## src/rtl/alu_reservation_station.sv

```systemverilog
// ALU reservation station: holds dispatched micro-ops, snoops the CDB,
// issues one operand-ready micro-op per cycle into a registered slot.
// Ports: clk_i/reset_i (async, active-low), flush_i (sync squash),
//   dispatch* (valid/ready + op fields), cdb* (result broadcast),
//   reservationStation*_o/readyRS_o (issue slot), stallRS_i (hold slot).
module alu_reservation_station #(
  parameter int ROBsize    = 32,
  parameter int ROBsizeLog = $clog2(ROBsize + 1),
  parameter int RSsize     = 4
) (
  input  logic                  clk_i,
  input  logic                  reset_i,
  input  logic                  flush_i,
  input  logic                  dispatchValid_i,
  output logic                  dispatchReady_o,
  input  logic [9:0]            dispatchCommands_i,
  input  logic [ROBsizeLog-1:0] dispatchTag_i,
  input  logic [63:0]           dispatchVal1_i,
  input  logic [63:0]           dispatchVal2_i,
  input  logic                  dispatchRdy1_i,
  input  logic                  dispatchRdy2_i,
  input  logic [ROBsizeLog-1:0] dispatchSrc1_i,
  input  logic [ROBsizeLog-1:0] dispatchSrc2_i,
  input  logic                  cdbValid_i,
  input  logic [ROBsizeLog-1:0] cdbTag_i,
  input  logic [63:0]           cdbVal_i,
  output logic [63:0]           reservationStationVal1_o,
  output logic [63:0]           reservationStationVal2_o,
  output logic [9:0]            reservationStationCommands_o,
  output logic [ROBsizeLog-1:0] reservationStationTag_o,
  output logic                  readyRS_o,
  input  logic                  stallRS_i
);

  localparam int IW = $clog2(RSsize);

  typedef logic [ROBsizeLog-1:0] tag_t;

  // Station entries
  logic [RSsize-1:0] busy_q, busy_d;
  logic [RSsize-1:0] rdy1_q, rdy1_d;
  logic [RSsize-1:0] rdy2_q, rdy2_d;
  logic [9:0]        cmd_q  [RSsize];
  logic [9:0]        cmd_d  [RSsize];
  tag_t              tag_q  [RSsize];
  tag_t              tag_d  [RSsize];
  tag_t              src1_q [RSsize];
  tag_t              src1_d [RSsize];
  tag_t              src2_q [RSsize];
  tag_t              src2_d [RSsize];
  logic [63:0]       val1_q [RSsize];
  logic [63:0]       val1_d [RSsize];
  logic [63:0]       val2_q [RSsize];
  logic [63:0]       val2_d [RSsize];

  // Issue slot
  logic        slot_vld_q,  slot_vld_d;
  logic [63:0] slot_val1_q, slot_val1_d;
  logic [63:0] slot_val2_q, slot_val2_d;
  logic [9:0]  slot_cmd_q,  slot_cmd_d;
  tag_t        slot_tag_q,  slot_tag_d;

  logic [RSsize-1:0] elig;
  logic              free_found;
  logic              elig_found;
  logic [IW-1:0]     free_idx;
  logic [IW-1:0]     elig_idx;
  logic              slot_load;
  logic              issue_go;
  logic              disp_go;
  logic              byp1;
  logic              byp2;

  // Eligibility uses registered ready bits only; a same-cycle
  // wakeup becomes eligible one cycle later.
  assign elig = busy_q & rdy1_q & rdy2_q;

  // Full only when every entry is busy in registered state, so an
  // entry freed by this cycle's issue is reusable next cycle.
  assign dispatchReady_o = ~&busy_q;

  assign slot_load = ~slot_vld_q | ~stallRS_i;
  assign issue_go  = slot_load & elig_found;
  assign disp_go   = dispatchValid_i & dispatchReady_o & ~flush_i;

  assign byp1 = ~dispatchRdy1_i & cdbValid_i &
                (cdbTag_i == dispatchSrc1_i);
  assign byp2 = ~dispatchRdy2_i & cdbValid_i &
                (cdbTag_i == dispatchSrc2_i);

  // Lowest-index free and eligible entries: scan downwards so the
  // last hit wins.
  always_comb begin
    free_found = 1'b0;
    free_idx   = '0;
    elig_found = 1'b0;
    elig_idx   = '0;
    for (int i = RSsize - 1; i >= 0; i--) begin
      if (!busy_q[i]) begin
        free_found = 1'b1;
        free_idx   = IW'(i);
      end
      if (elig[i]) begin
        elig_found = 1'b1;
        elig_idx   = IW'(i);
      end
    end
  end

  // Entry next state
  always_comb begin
    busy_d = busy_q;
    rdy1_d = rdy1_q;
    rdy2_d = rdy2_q;
    cmd_d  = cmd_q;
    tag_d  = tag_q;
    src1_d = src1_q;
    src2_d = src2_q;
    val1_d = val1_q;
    val2_d = val2_q;

    for (int i = 0; i < RSsize; i++) begin
      if (busy_q[i] && !rdy1_q[i] && cdbValid_i &&
          src1_q[i] == cdbTag_i) begin
        rdy1_d[i] = 1'b1;
        val1_d[i] = cdbVal_i;
      end
      if (busy_q[i] && !rdy2_q[i] && cdbValid_i &&
          src2_q[i] == cdbTag_i) begin
        rdy2_d[i] = 1'b1;
        val2_d[i] = cdbVal_i;
      end
    end

    if (issue_go) begin
      busy_d[elig_idx] = 1'b0;
    end

    // free_idx never equals elig_idx: one is idle, one is busy.
    if (disp_go && free_found) begin
      busy_d[free_idx] = 1'b1;
      cmd_d[free_idx]  = dispatchCommands_i;
      tag_d[free_idx]  = dispatchTag_i;
      src1_d[free_idx] = dispatchSrc1_i;
      src2_d[free_idx] = dispatchSrc2_i;
      rdy1_d[free_idx] = dispatchRdy1_i | byp1;
      rdy2_d[free_idx] = dispatchRdy2_i | byp2;
      val1_d[free_idx] = byp1 ? cdbVal_i : dispatchVal1_i;
      val2_d[free_idx] = byp2 ? cdbVal_i : dispatchVal2_i;
    end

    if (flush_i) begin
      busy_d = '0;
    end
  end

  // Issue slot next state
  always_comb begin
    slot_vld_d  = slot_vld_q;
    slot_val1_d = slot_val1_q;
    slot_val2_d = slot_val2_q;
    slot_cmd_d  = slot_cmd_q;
    slot_tag_d  = slot_tag_q;

    if (slot_load) begin
      slot_vld_d = elig_found;
      if (elig_found) begin
        slot_val1_d = val1_q[elig_idx];
        slot_val2_d = val2_q[elig_idx];
        slot_cmd_d  = cmd_q[elig_idx];
        slot_tag_d  = tag_q[elig_idx];
      end
    end

    if (flush_i) begin
      slot_vld_d = 1'b0;
    end
  end

  always_ff @(posedge clk_i or negedge reset_i) begin
    if (!reset_i) begin
      busy_q <= '0;
      rdy1_q <= '0;
      rdy2_q <= '0;
      for (int i = 0; i < RSsize; i++) begin
        cmd_q[i]  <= '0;
        tag_q[i]  <= '0;
        src1_q[i] <= '0;
        src2_q[i] <= '0;
        val1_q[i] <= '0;
        val2_q[i] <= '0;
      end
    end else begin
      busy_q <= busy_d;
      rdy1_q <= rdy1_d;
      rdy2_q <= rdy2_d;
      cmd_q  <= cmd_d;
      tag_q  <= tag_d;
      src1_q <= src1_d;
      src2_q <= src2_d;
      val1_q <= val1_d;
      val2_q <= val2_d;
    end
  end

  always_ff @(posedge clk_i or negedge reset_i) begin
    if (!reset_i) begin
      slot_vld_q  <= 1'b0;
      slot_val1_q <= '0;
      slot_val2_q <= '0;
      slot_cmd_q  <= '0;
      slot_tag_q  <= '0;
    end else begin
      slot_vld_q  <= slot_vld_d;
      slot_val1_q <= slot_val1_d;
      slot_val2_q <= slot_val2_d;
      slot_cmd_q  <= slot_cmd_d;
      slot_tag_q  <= slot_tag_d;
    end
  end

  assign readyRS_o                    = slot_vld_q;
  assign reservationStationVal1_o     = slot_val1_q;
  assign reservationStationVal2_o     = slot_val2_q;
  assign reservationStationCommands_o = slot_cmd_q;
  assign reservationStationTag_o      = slot_tag_q;

endmodule

```

## config.mk

```make
export PLATFORM = sky130hd
export DESIGN_NAME = alu_reservation_station
export DESIGN_NICKNAME = d
export VERILOG_FILES = /design/src/rtl/alu_reservation_station.sv
export SDC_FILE = /design/constraint.sdc
export NUM_CORES = 2
export LEC_CHECK = 0
export CORE_UTILIZATION = 58
export DETAILED_ROUTE_END_ITERATION = 7
export DONT_BUFFER_PORTS = 1
export PLACE_DENSITY_LB_ADDON = 0.15
export SLEW_MARGIN = 20
export SYNTH_ARGS = -nofsm -noshare
export SYNTH_HDL_FRONTEND = slang
export SYNTH_SLANG_ARGS = --single-unit
```

## constraint.sdc

```tcl
create_clock -name clk_i -period 1.8 [get_ports clk_i]
set_input_delay 0.27 -clock clk_i [delete_from_list [all_inputs] [get_ports clk_i]]
set_output_delay 0.27 -clock clk_i [all_outputs]
set_load 0.01 [all_outputs]
```

==> results_dict.tcl <==
set metrics [dict create \
    grt.total_usage 0.4609 \
    place.gp.congestion 0.9094 \
    final_common_cell "dfrtp_1" \
    worstMarginPinSlew_ns 1.079 \
    design_power_total_mw 57.58 \
    synth_simple_gate_area_frac 0.1567 \
    cp_common_cell "buf_12" \
    ios 380 \
    drc 2 \
    dieHeight_um 260.1 \
    layout.nets 4482 \
    synthMuxAreaShare 0.008163 \
    first_iter_violations 8265 \
    holdWs_ns -0.6776 \
    max_freq_ghz 0.4753 \
    clk_pin_slew_ns 0.06 \
    finalCritPeriodShare 1.169 \
    hold_violations 460 \
    fillCellCount 3995 \
    port_buffers 0 \
    slew_headroom 0.2806 \
    grt_pass1_vias 37530 \
    synth_compound_area_frac 0.2588 \
    avgSynthCellArea_um2 9.848 \
    path_class "reg -> reg" \
    numClockSinks 781 \
    num_rows 94 \
    overflow 0 \
    critPathSlowestCell "nor4_4" \
    drt_first_pass_iters 8 \
    fin_crit_ns 2.104 \
    drtAntennaViolNets 0 \
    synth_top_family_by_area "compound AO/OA/AOI/OAI gates" \
    synth_xor_xnor_area_share 0.01361 \
    hold_path_class "in -> async" \
    fp.dieW_um 260.1 \
    fin_skew_ns 0.02102 \
    arrival_ns 2.62 \
    p_leak_nw 21.74 \
    reg2reg_depth 7 \
    r2r-end "val1_q[148]" \
    wl_um 179000 \
    r2r_slack_ns -0.30 \
    slowest_delay_ns 0.44 \
    synthFlopType "dfrtp_1" \
    rsz0062_at_grt "true" \
    powerDensity_nw_per_um2 1128 \
    ys_seq_area_frac 0.5060 \
    vias 39860 \
    coreArea_um2 65860 \
    netlist_area_um2 38620 \
    clock_latency_ns 0.66 \
    die_area_um2 67630 \
    fin_ws_ns -0.3039 \
    cts_buffers 85 \
    start_kind "flip-flop" \
    cts_tree "yes" \
    grt_pass1_wl_um 235600 \
    cpLargestDelayFamily "simple AND/OR/NAND/NOR gates" \
    status "finished, violations left" \
    via_per_inst 7.676 \
    synth_fa_ha_area_frac 0 \
    synth-edff-count 0 \
    drive_gt1_frac 0.2109 \
    ys_warn_count 0 \
    path_max_fanout 23 \
    cp_cell_sequence "xnor2_2 -> nand3_2 -> nor4_4 -> buf_12 -> a21oi_4 -> buf_12 -> o221a_1" \
    setup_viol 718 \
    wl_per_cell_um 34.47 \
    violations "DRC, hold timing, setup timing" \
    timing.rr.start "src1_q[15]" \
    clk_path_buf_depth 3 \
    ys_types 60 \
    grt_start_max_net_pins 782 \
    cp.buffers_inverters 2 \
    dp_hpwl_um 88050 \
    cap_viol_max_count 0 \
    area_growth_pct 32.16 \
    synth_cells 3922 \
    finalMaxSlewViolations 0 \
    endpoint_kind "flip-flop" \
    dpl_worst_slack_ns -0.2209 \
    htree_levels 3 \
    start_util 0.5864 \
    ys_ff_latch 781 \
    async_flop_share 1.000 \
    ir_worst_vdd_mv 0.9632 \
    antenna_found_initial 18 \
    cp.required_ns 2.32 \
    clock-root-buffer "clkbuf_16" \
    final_cell_mix "dfrtp_1, nand2_1, a21oi_1" \
    synth_nets 4156 \
]
==> cells in the mapped netlist, types with 3 or more instances <==
library cell  instances  area, um^2
a21boi_1              3       22.52
a21oi_1             421        2107
a21oi_2               3       26.28
buf_1                31       116.4
buf_2               109       545.5
buf_4                46       345.3
buf_6                25       281.5
clkbuf_1            174       653.1
dfrtp_1             781       19540
inv_1                65       244.0
mux2_2               28       315.3
nand2_1             617        2316
nand2b_1             97       606.8
nand3_1             302        1511
nand4_1               5       31.28
nor2_1               74       277.8
nor3_1                8       40.04
nor4_2                3       37.54
o21a_1               64       480.5
o21ai_0             146       730.7
o21ai_2               4       35.03
o221a_1             229        2579
o221a_2              91        1025
o22a_1              146        1279
o22ai_1              64       400.4
o32a_1               65       650.6
o32ai_1              64       560.5
or2_1                18       112.6
or2_2                16       100.1
or3_1               129       807.0
xnor2_1              32       280.3
xor2_1               28       245.2
==> kinds of logic (layout without fill, tap and decap cells) <==
group	after synthesis	in the layout
flip-flops	781	781
AO/OA/AOI/OAI	1311	1312
multiplexers	28	28
AND/OR/NAND/NOR	1291	1291
other	0	15
buffers and inverters	451	842
XOR/XNOR	60	60
==> flip-flops by register name (all words and copies together), names as in the netlist <==
| signal | cells |
|---|---|
| src1_q | 24 |
| reservationStationTag_o | 6 |
| val1_q | 256 |
| rdy1_q | 4 |
| reservationStationVal2_o | 64 |
| reservationStationVal1_o | 64 |
| cmd_q | 40 |
| val2_q | 256 |
| rdy2_q | 4 |
| src2_q | 24 |
| reservationStationCommands_o | 10 |
| tag_q | 24 |
| busy_q | 4 |
| readyRS_o | 1 |
==> final cells by class <==
type | instances | area, um^2 | share of cell area
Sequential cell | 781 | 19550 | 0.3829
Multi-Input combinational cell | 2691 | 18360 | 0.3597
Timing Repair Buffer | 624 | 8786 | 0.1721
Clock buffer | 119 | 2509 | 0.04914
Tap cell | 864 | 1081 | 0.02118
Clock inverter | 34 | 478.0 | 0.009363
Inverter | 65 | 244.0 | 0.004780
Antenna cell | 15 | 37.54 | 0.0007353
==> report_power, final <==
group / internal, mW / switching (mW) / total [mW] / leakage (nW)
Sequential: 21.9 / 4.81 / 26.7 / 9.22
Clock: 11.3 / 7.68 / 19.0 / 1.48
Combinational: 6.38 / 5.49 / 11.9 / 11.0
==> timing repair <==
item                                    4_1_cts  5_1_grt
endpoints found under the hold margin      1418      466
cloned                                       35       55
hold buffers                                225        1
pin swaps                                    90       93
endpoints found under the setup margin      661      713
gates resized for setup                     153      242
setup buffers                                37       34
==> through the flow <==
stage	utilization	cells	area [um^2]	TNS, ns
after floorplan	-	3922	38650	0
final	0.7751	5193	51050	-104.76
after global routing	0.7748	5186	51030	-127.11
after global placement	0.6257	4646	41210	-45.70
after detailed placement	0.6257	4646	41210	-56.48
after CTS	0.7351	5096	48410	-48.65
==> worst max-delay path by stage <==
stage / cells after the start / slack [ns] / to / startpoint
after floorplan: 8 / 0.0009 / val2_q[195] / cdbTag_i[1]
after global placement: 6 / -0.19 / val1_q[17] / src1_q[1]
after detailed placement: 6 / -0.22 / val1_q[26] / src1_q[0]
after CTS: 7 / -0.18 / val1_q[168] / src1_q[15]
after global routing: 8 / -0.30 / val2_q[31] / src2_q[0]
final: 7 / -0.30 / val1_q[148] / src1_q[15]
==> metal layers <==
metal,track usage,part of all wire
met2,0.6865,0.42
met3,0.1431,0.16
met4,0.2675,0.085
met1,0.5940,0.33
met5,0,0.0011
Note: power is estimated with default switching activity, not from simulation.
